--- config.mk ---
export PLATFORM = sky130hd
export DESIGN_NAME = reg_addr_demux_tmo
export DESIGN_NICKNAME = d
export VERILOG_FILES = /design/src/rtl/reg_addr_demux_tmo.sv
export SDC_FILE = /design/constraint.sdc
export NUM_CORES = 2
export LEC_CHECK = 0
export ABC_CLOCK_PERIOD_IN_PS = 2800
export BUFFER_PORTS_ARGS = -buffer_cell sky130_fd_sc_hd__buf_4
export CORE_MARGIN = 5
export CORE_UTILIZATION = 54
export DETAILED_ROUTE_END_ITERATION = 12
export HOLD_SLACK_MARGIN = 0.15
export PLACE_DENSITY = 0.85
export SLEW_MARGIN = 10
export SYNTH_ARGS = -nofsm -noshare
export SYNTH_HDL_FRONTEND = slang
export SYNTH_SLANG_ARGS = --single-unit
export TNS_END_PERCENT = 5
--- constraint.sdc ---
create_clock -name clk_i -period 2.8 [get_ports clk_i]
set_input_delay 0.14 -clock clk_i [delete_from_list [all_inputs] [get_ports clk_i]]
set_output_delay 0.14 -clock clk_i [all_outputs]
set_load 0.01 [all_outputs]
--- src/rtl/reg_addr_demux_tmo.sv ---
// Register-bus demux with a runtime-programmable first-match address rule table and a response watchdog.
// Optional REG_DEMUX_ERR_CNT_EN adds err_cnt_o, a saturating count of error responses.
module reg_addr_demux_tmo #(
    parameter int unsigned NumSlaves     = 5,
    parameter int unsigned AddrWidth     = 64,
    parameter int unsigned DataWidth     = 32,
    parameter int unsigned TimeoutCycles = 1024,
    parameter logic [NumSlaves-1:0][2*AddrWidth-1:0] RstRules = '0,
    parameter logic [DataWidth-1:0] ErrData = DataWidth'(32'hBADCAB1E),
    localparam int unsigned StrbWidth = DataWidth / 8,
    localparam int unsigned IdxWidth  = (NumSlaves > 1) ? $clog2(NumSlaves) : 1,
    localparam int unsigned CntWidth  = $clog2(TimeoutCycles)
) (
    input  logic                           clk_i,
    input  logic                           rst_ni,
    input  logic                           in_valid_i,
    input  logic                           in_write_i,
    input  logic [AddrWidth-1:0]           in_addr_i,
    input  logic [DataWidth-1:0]           in_wdata_i,
    input  logic [StrbWidth-1:0]           in_wstrb_i,
    output logic                           in_ready_o,
    output logic [DataWidth-1:0]           in_rdata_o,
    output logic                           in_error_o,
    output logic [NumSlaves-1:0]           out_valid_o,
    output logic                           out_write_o,
    output logic [AddrWidth-1:0]           out_addr_o,
    output logic [DataWidth-1:0]           out_wdata_o,
    output logic [StrbWidth-1:0]           out_wstrb_o,
    input  logic [NumSlaves-1:0]           out_ready_i,
    input  logic [NumSlaves*DataWidth-1:0] out_rdata_i,
    input  logic [NumSlaves-1:0]           out_error_i,
    input  logic                           rule_we_i,
    input  logic [IdxWidth-1:0]            rule_idx_i,
    input  logic [AddrWidth-1:0]           rule_start_i,
    input  logic [AddrWidth-1:0]           rule_end_i,
    output logic [NumSlaves-1:0]           tmo_status_o,
    input  logic                           tmo_clr_i
`ifdef REG_DEMUX_ERR_CNT_EN
    ,
    output logic [15:0]                    err_cnt_o
`endif
);

    typedef enum logic [1:0] {
        IDLE = 2'd0,
        FWD  = 2'd1,
        ERR  = 2'd2
    } state_e;

    state_e                 state_q, state_d;
    logic [IdxWidth-1:0]    sel_q, sel_d;
    logic                   write_q, write_d;
    logic [AddrWidth-1:0]   addr_q, addr_d;
    logic [DataWidth-1:0]   wdata_q, wdata_d;
    logic [StrbWidth-1:0]   wstrb_q, wstrb_d;
    logic [CntWidth-1:0]    cnt_q, cnt_d;
    logic [NumSlaves-1:0]   tmo_q, tmo_d;

    logic [AddrWidth-1:0]   rule_start_q [NumSlaves];
    logic [AddrWidth-1:0]   rule_end_q   [NumSlaves];

    logic                   hit;
    logic [IdxWidth-1:0]    hit_idx;
    logic [DataWidth-1:0]   rdata_arr [NumSlaves];
    logic                   sel_ready;
    logic                   sel_error;

    // First-match decode: scan from the top so the lowest matching index is left in hit_idx.
    always_comb begin
        hit     = 1'b0;
        hit_idx = '0;
        for (int i = int'(NumSlaves) - 1; i >= 0; i--) begin
            if ((in_addr_i >= rule_start_q[i]) && (in_addr_i < rule_end_q[i])) begin
                hit     = 1'b1;
                hit_idx = IdxWidth'(i);
            end
        end
    end

    always_comb begin
        for (int i = 0; i < int'(NumSlaves); i++) begin
            rdata_arr[i] = out_rdata_i[i*DataWidth +: DataWidth];
        end
    end

    assign sel_ready = out_ready_i[sel_q];
    assign sel_error = out_error_i[sel_q];

    // Rule table; an in-flight transaction only depends on the latched sel_q.
    always_ff @(posedge clk_i or negedge rst_ni) begin
        if (!rst_ni) begin
            for (int i = 0; i < int'(NumSlaves); i++) begin
                rule_start_q[i] <= RstRules[i][2*AddrWidth-1:AddrWidth];
                rule_end_q[i]   <= RstRules[i][AddrWidth-1:0];
            end
        end else if (rule_we_i && (32'(rule_idx_i) < NumSlaves)) begin
            rule_start_q[rule_idx_i] <= rule_start_i;
            rule_end_q[rule_idx_i]   <= rule_end_i;
        end
    end

    always_ff @(posedge clk_i or negedge rst_ni) begin
        if (!rst_ni) begin
            state_q <= IDLE;
            sel_q   <= '0;
            write_q <= 1'b0;
            addr_q  <= '0;
            wdata_q <= '0;
            wstrb_q <= '0;
            cnt_q   <= '0;
            tmo_q   <= '0;
        end else begin
            state_q <= state_d;
            sel_q   <= sel_d;
            write_q <= write_d;
            addr_q  <= addr_d;
            wdata_q <= wdata_d;
            wstrb_q <= wstrb_d;
            cnt_q   <= cnt_d;
            tmo_q   <= tmo_d;
        end
    end

    // Next-state and response; a timeout bit set in the same cycle as tmo_clr_i survives the clear.
    always_comb begin
        state_d     = state_q;
        sel_d       = sel_q;
        write_d     = write_q;
        addr_d      = addr_q;
        wdata_d     = wdata_q;
        wstrb_d     = wstrb_q;
        cnt_d       = cnt_q;
        tmo_d       = tmo_clr_i ? '0 : tmo_q;
        in_ready_o  = 1'b0;
        in_rdata_o  = '0;
        in_error_o  = 1'b0;
        out_valid_o = '0;

        unique case (state_q)
            IDLE: begin
                if (in_valid_i) begin
                    sel_d   = hit_idx;
                    write_d = in_write_i;
                    addr_d  = in_addr_i;
                    wdata_d = in_wdata_i;
                    wstrb_d = in_wstrb_i;
                    cnt_d   = '0;
                    state_d = hit ? FWD : ERR;
                end
            end
            FWD: begin
                if (sel_ready) begin
                    out_valid_o[sel_q] = 1'b1;
                    in_ready_o         = 1'b1;
                    in_rdata_o         = rdata_arr[sel_q];
                    in_error_o         = sel_error;
                    cnt_d              = '0;
                    state_d            = IDLE;
                end else if (cnt_q == CntWidth'(TimeoutCycles - 1)) begin
                    in_ready_o         = 1'b1;
                    in_rdata_o         = ErrData;
                    in_error_o         = 1'b1;
                    tmo_d[sel_q]       = 1'b1;
                    cnt_d              = '0;
                    state_d            = IDLE;
                end else begin
                    out_valid_o[sel_q] = 1'b1;
                    cnt_d              = cnt_q + CntWidth'(1);
                end
            end
            ERR: begin
                in_ready_o = 1'b1;
                in_rdata_o = ErrData;
                in_error_o = 1'b1;
                state_d    = IDLE;
            end
            default: begin
                state_d = IDLE;
            end
        endcase
    end

    assign out_write_o  = write_q;
    assign out_addr_o   = addr_q;
    assign out_wdata_o  = wdata_q;
    assign out_wstrb_o  = wstrb_q;
    assign tmo_status_o = tmo_q;

`ifdef REG_DEMUX_ERR_CNT_EN
    logic [15:0] err_cnt_q, err_cnt_d;
    logic        err_evt;

    // Saturating error counter; a clear coinciding with an error leaves a count of one.
    always_comb begin
        err_evt   = in_ready_o & in_error_o;
        err_cnt_d = err_cnt_q;
        if (tmo_clr_i) begin
            err_cnt_d = {15'd0, err_evt};
        end else if (err_evt && (err_cnt_q != 16'hFFFF)) begin
            err_cnt_d = err_cnt_q + 16'd1;
        end
    end

    always_ff @(posedge clk_i or negedge rst_ni) begin
        if (!rst_ni) begin
            err_cnt_q <= '0;
        end else begin
            err_cnt_q <= err_cnt_d;
        end
    end

    assign err_cnt_o = err_cnt_q;
`endif

endmodule

==> metrics <==
root buffer cell=clkbuf_16; CTS tree=yes; Gate Count Post-Synth=4607; Clk pin slew, worst setup/hold paths=0.06 ns; CP max stage delay=0.47 ns; most common cell after layout, fill and taps aside=buf_4; CP required=3.32 ns; reg2reg setup slack=-0.54 ns; I/O pin total=552; setup ws final=-0.540 ns; commonest cells after routing, fill and taps aside=924 x buf_4, 759 x dfrtp_1, 650 x inv_1, 634 x ha_1, 630 x nand2_1; setup tns final=-1.92 ns; hold_ws=0.113 ns; worst-skew pair later-pin latency=0.67 ns; max-cap viol count=0; Seq/Total Area, Yosys=42.9%; fill cell count=5292; Slew Viols, Final=0; Syn Nets=5653; total number of vias=41500; Slew headroom=41.0%; kind of critical path=register to register; GRT Max-Usage Layer=met2; Logic pwr share=37.5%; reg-to-reg endpoint=sel_q[2]; Worst-Margin Slew=0.863 ns; RR Startpoint=rule_end_q[126]; CP Launch Type=register; crit-path max FO=3; NetSw=14.9 mW; Final Wtd Congestion=0.968; Core ar.=81800 um2; clock buffer depth=3; Antenna Nets Post-Route=0; Worst EP arrival=3.86 ns; GR Util met2=59.1%; drc violations=0; leakage power=28.9 nW; Final Util=71.6%; Pre-antenna DRT Iters=8; first-pass GRT wire length=243000 um; Initial Util=54.2%; vias in the first global route=43100; drt wl/cell=23.5 um; slowest cell on the critical path=or4_4; die area=88000 um2; Post-synth ARST share=100%; Avg Vias per Cell=6.02; M3 GR Usage=8.71%; Total GRT Usage=35.5%; # port buffers=551; sw frac=34.5%; Post-synth EDFFs=0; initial antenna violation count=32; Nets=6773; Worst R2R Path Depth=12; grt met1 use=40.2%; Final setup viols=5; Max Clock Freq=0.299 GHz; flops & latches, synth=761; violated checks=negative setup slack; status=finished with violations; gr ovfl total=0; row count=105; largest net degree at the start of global routing=157; number of failing hold endpoints at the final stage=0; Mapped Area=44400 um2; post-synth cell types=66; layout cells sized above 1=25.0%; Hold WC Path Type=input port to asynchronous set/reset pin; Die Y-Extent=297 um; CTS HTree Levels=3; Clock Power Share=27.8%; Power Internal=28.3 mW; CTS sink count=761; Final Skew=0.0432 ns; clock buffer count from CTS=83; min cycle time layout=3.34 ns; RSZ-0062 raised after global routing=yes; DR iter-0 viols=4095; post-DP HPWL=109000 um; Worst IR Drop VDD=0.609 mV; chip width=297 um; Flop pwr share=34.7%; main flop type after synthesis=dfrtp_1; CP Capture Type=register; Pwr per Cell Area=738 nW/um2; Area growth syn-to-layout=32.0%; synthesized area per cell=9.63 um2; routed wire length=162000 um; Tcrit/Tclk final=119%; warnings from Yosys=0; crit-path cells=inv_1, ha_1, nand4_1, nor4_4, buf_4, and3_4, nand3_2, o2111ai_2, a211o_1, nor2_2, or4_4, o41ai_2
-- per-stage QoR --
| step | instances | total power, mW | area, um2 | setup slack (ns) |
|---|---|---|---|---|
| finish | 6894 | 43.2 | 58600 | -0.540 |
| floorplan | 4607 | 23.1 | 44400 | 0.0862 |
| detailed placement | 6464 | 29.8 | 52600 | -0.723 |
| CTS | 6858 | 42.4 | 58300 | -0.420 |
| global route | 6885 | 45.4 | 58500 | -0.582 |
| global placement | 6464 | 29.0 | 52600 | -0.678 |
-- cells by family (layout without fill, tap and decap cells) --
kind of cell             count (synthesis)  count (layout)  synth area share, %
AO/OA/AOI/OAI                         1127            1127                 14.6
XOR/XNOR                                 2               2               0.0395
adder cells (fa/ha/maj)                639             639                 18.0
buffers and inverters                  815            2002                 6.89
flip-flops                             761             761                 42.9
multiplexers                           272             272                 7.73
other                                    0              30                    0
AND/OR/NAND/NOR                        991             991                 9.80
-- sequential cells by signal (all words and copies together), names as in the netlist --
name and count:
out_wstrb_o 4, out_write_o 1, out_addr_o 64, state_q 2, tmo_status_o 5, rule_start_q 320, sel_q 3, out_wdata_o 32
rule_end_q 320, cnt_q 10
-- what timing repair did --
| item | in CTS | in global routing |
|---|---|---|
| hold endpoints to repair | 1265 | 0 |
| pin swaps | 20 | 16 |
| resized for setup | 48 | 29 |
| endpoints found under the setup margin | 38 | 28 |
| buffers inserted | 2 | 6 |
| hold buffers | 241 | 0 |
-- per-layer routing --
layer  vias up  routed length [um]
li1      18200                   -
met1     19900               56300
met2      2597               76800
met3       868               15600
met4        10               13500
met5         -                  60
-- how the worst max path moves through the flow --
stage	start	endpoint	depth (start not counted)	slack (ns)
6_report	rule_end_q[126]	sel_q[2]	12	-0.54
2_1_floorplan	rule_start_q[241]	state_q[0]	11	0.09
4_1_cts	rule_start_q[64]	sel_q[2]	10	-0.42
5_1_grt	rule_end_q[249]	sel_q[2]	11	-0.58
3_3_place_gp	rule_end_q[121]	state_q[0]	13	-0.68
3_5_place_dp	in_addr_i[1]	sel_q[2]	11	-0.72
-- layout make-up --
type,instances,area [um2],share of cell area (%)
Inverter,654,2450,4.19
Tap cell,1070,1340,2.29
Clock buffer,118,2480,4.23
Multi-Input combinational cell,3031,22700,38.8
Timing Repair Buffer,1196,9960,17.0
Sequential cell,761,19000,32.5
Antenna cell,30,75.1,0.128
Clock inverter,34,515,0.880
-- cells in the mapped netlist, types with 4 or more instances --
library cell | number | area, um2
a221oi_1 | 8 | 70.1
and4_1 | 8 | 70.1
and3_1 | 10 | 62.6
nor3b_1 | 4 | 30.0
buf_1 | 14 | 52.6
a221o_1 | 6 | 60.1
o21a_1 | 10 | 75.1
o211ai_1 | 14 | 105
o21ai_0 | 607 | 3040
a21oi_1 | 234 | 1170
nand3_1 | 54 | 270
a211o_1 | 9 | 78.8
nor2_1 | 82 | 308
a31oi_1 | 6 | 37.5
mux4_2 | 33 | 743
mux2_2 | 236 | 2660
nand2b_1 | 19 | 119
nand2_1 | 632 | 2370
nor2b_1 | 11 | 68.8
a2111oi_0 | 12 | 105
inv_1 | 653 | 2450
clkbuf_1 | 147 | 552
o31ai_1 | 8 | 60.1
a21o_1 | 116 | 871
a211oi_1 | 16 | 120
a22oi_1 | 34 | 255
ha_1 | 639 | 8000
o22ai_1 | 6 | 37.5
nor4_1 | 17 | 106
nand4_1 | 106 | 663
or3_1 | 6 | 37.5
nor3_1 | 32 | 160
o21bai_1 | 6 | 45.0
dfrtp_1 | 761 | 19000
-- power by group through the flow --
| stage | logic, mW | clock network [mW] | registers, mW |
|---|---|---|---|
| finish | 16.2 | 12.0 | 15.0 |
| global route | 17.6 | 12.6 | 15.2 |
| CTS | 15.5 | 12.0 | 14.9 |
| detailed placement | 14.8 | 0 | 15.0 |
| global placement | 14.1 | 0 | 14.9 |
| floorplan | 8.01 | 0 | 15.0 |
-- critical path, delay by kind of cell (launching register included) --
family	cells	cell delay, ns
fa+ha+maj	1	0.44
buf+inv	2	0.25
compound gates	3	0.70
simple gates	6	1.48
flops	1	0.34
(Power assumes the default switching activity.)
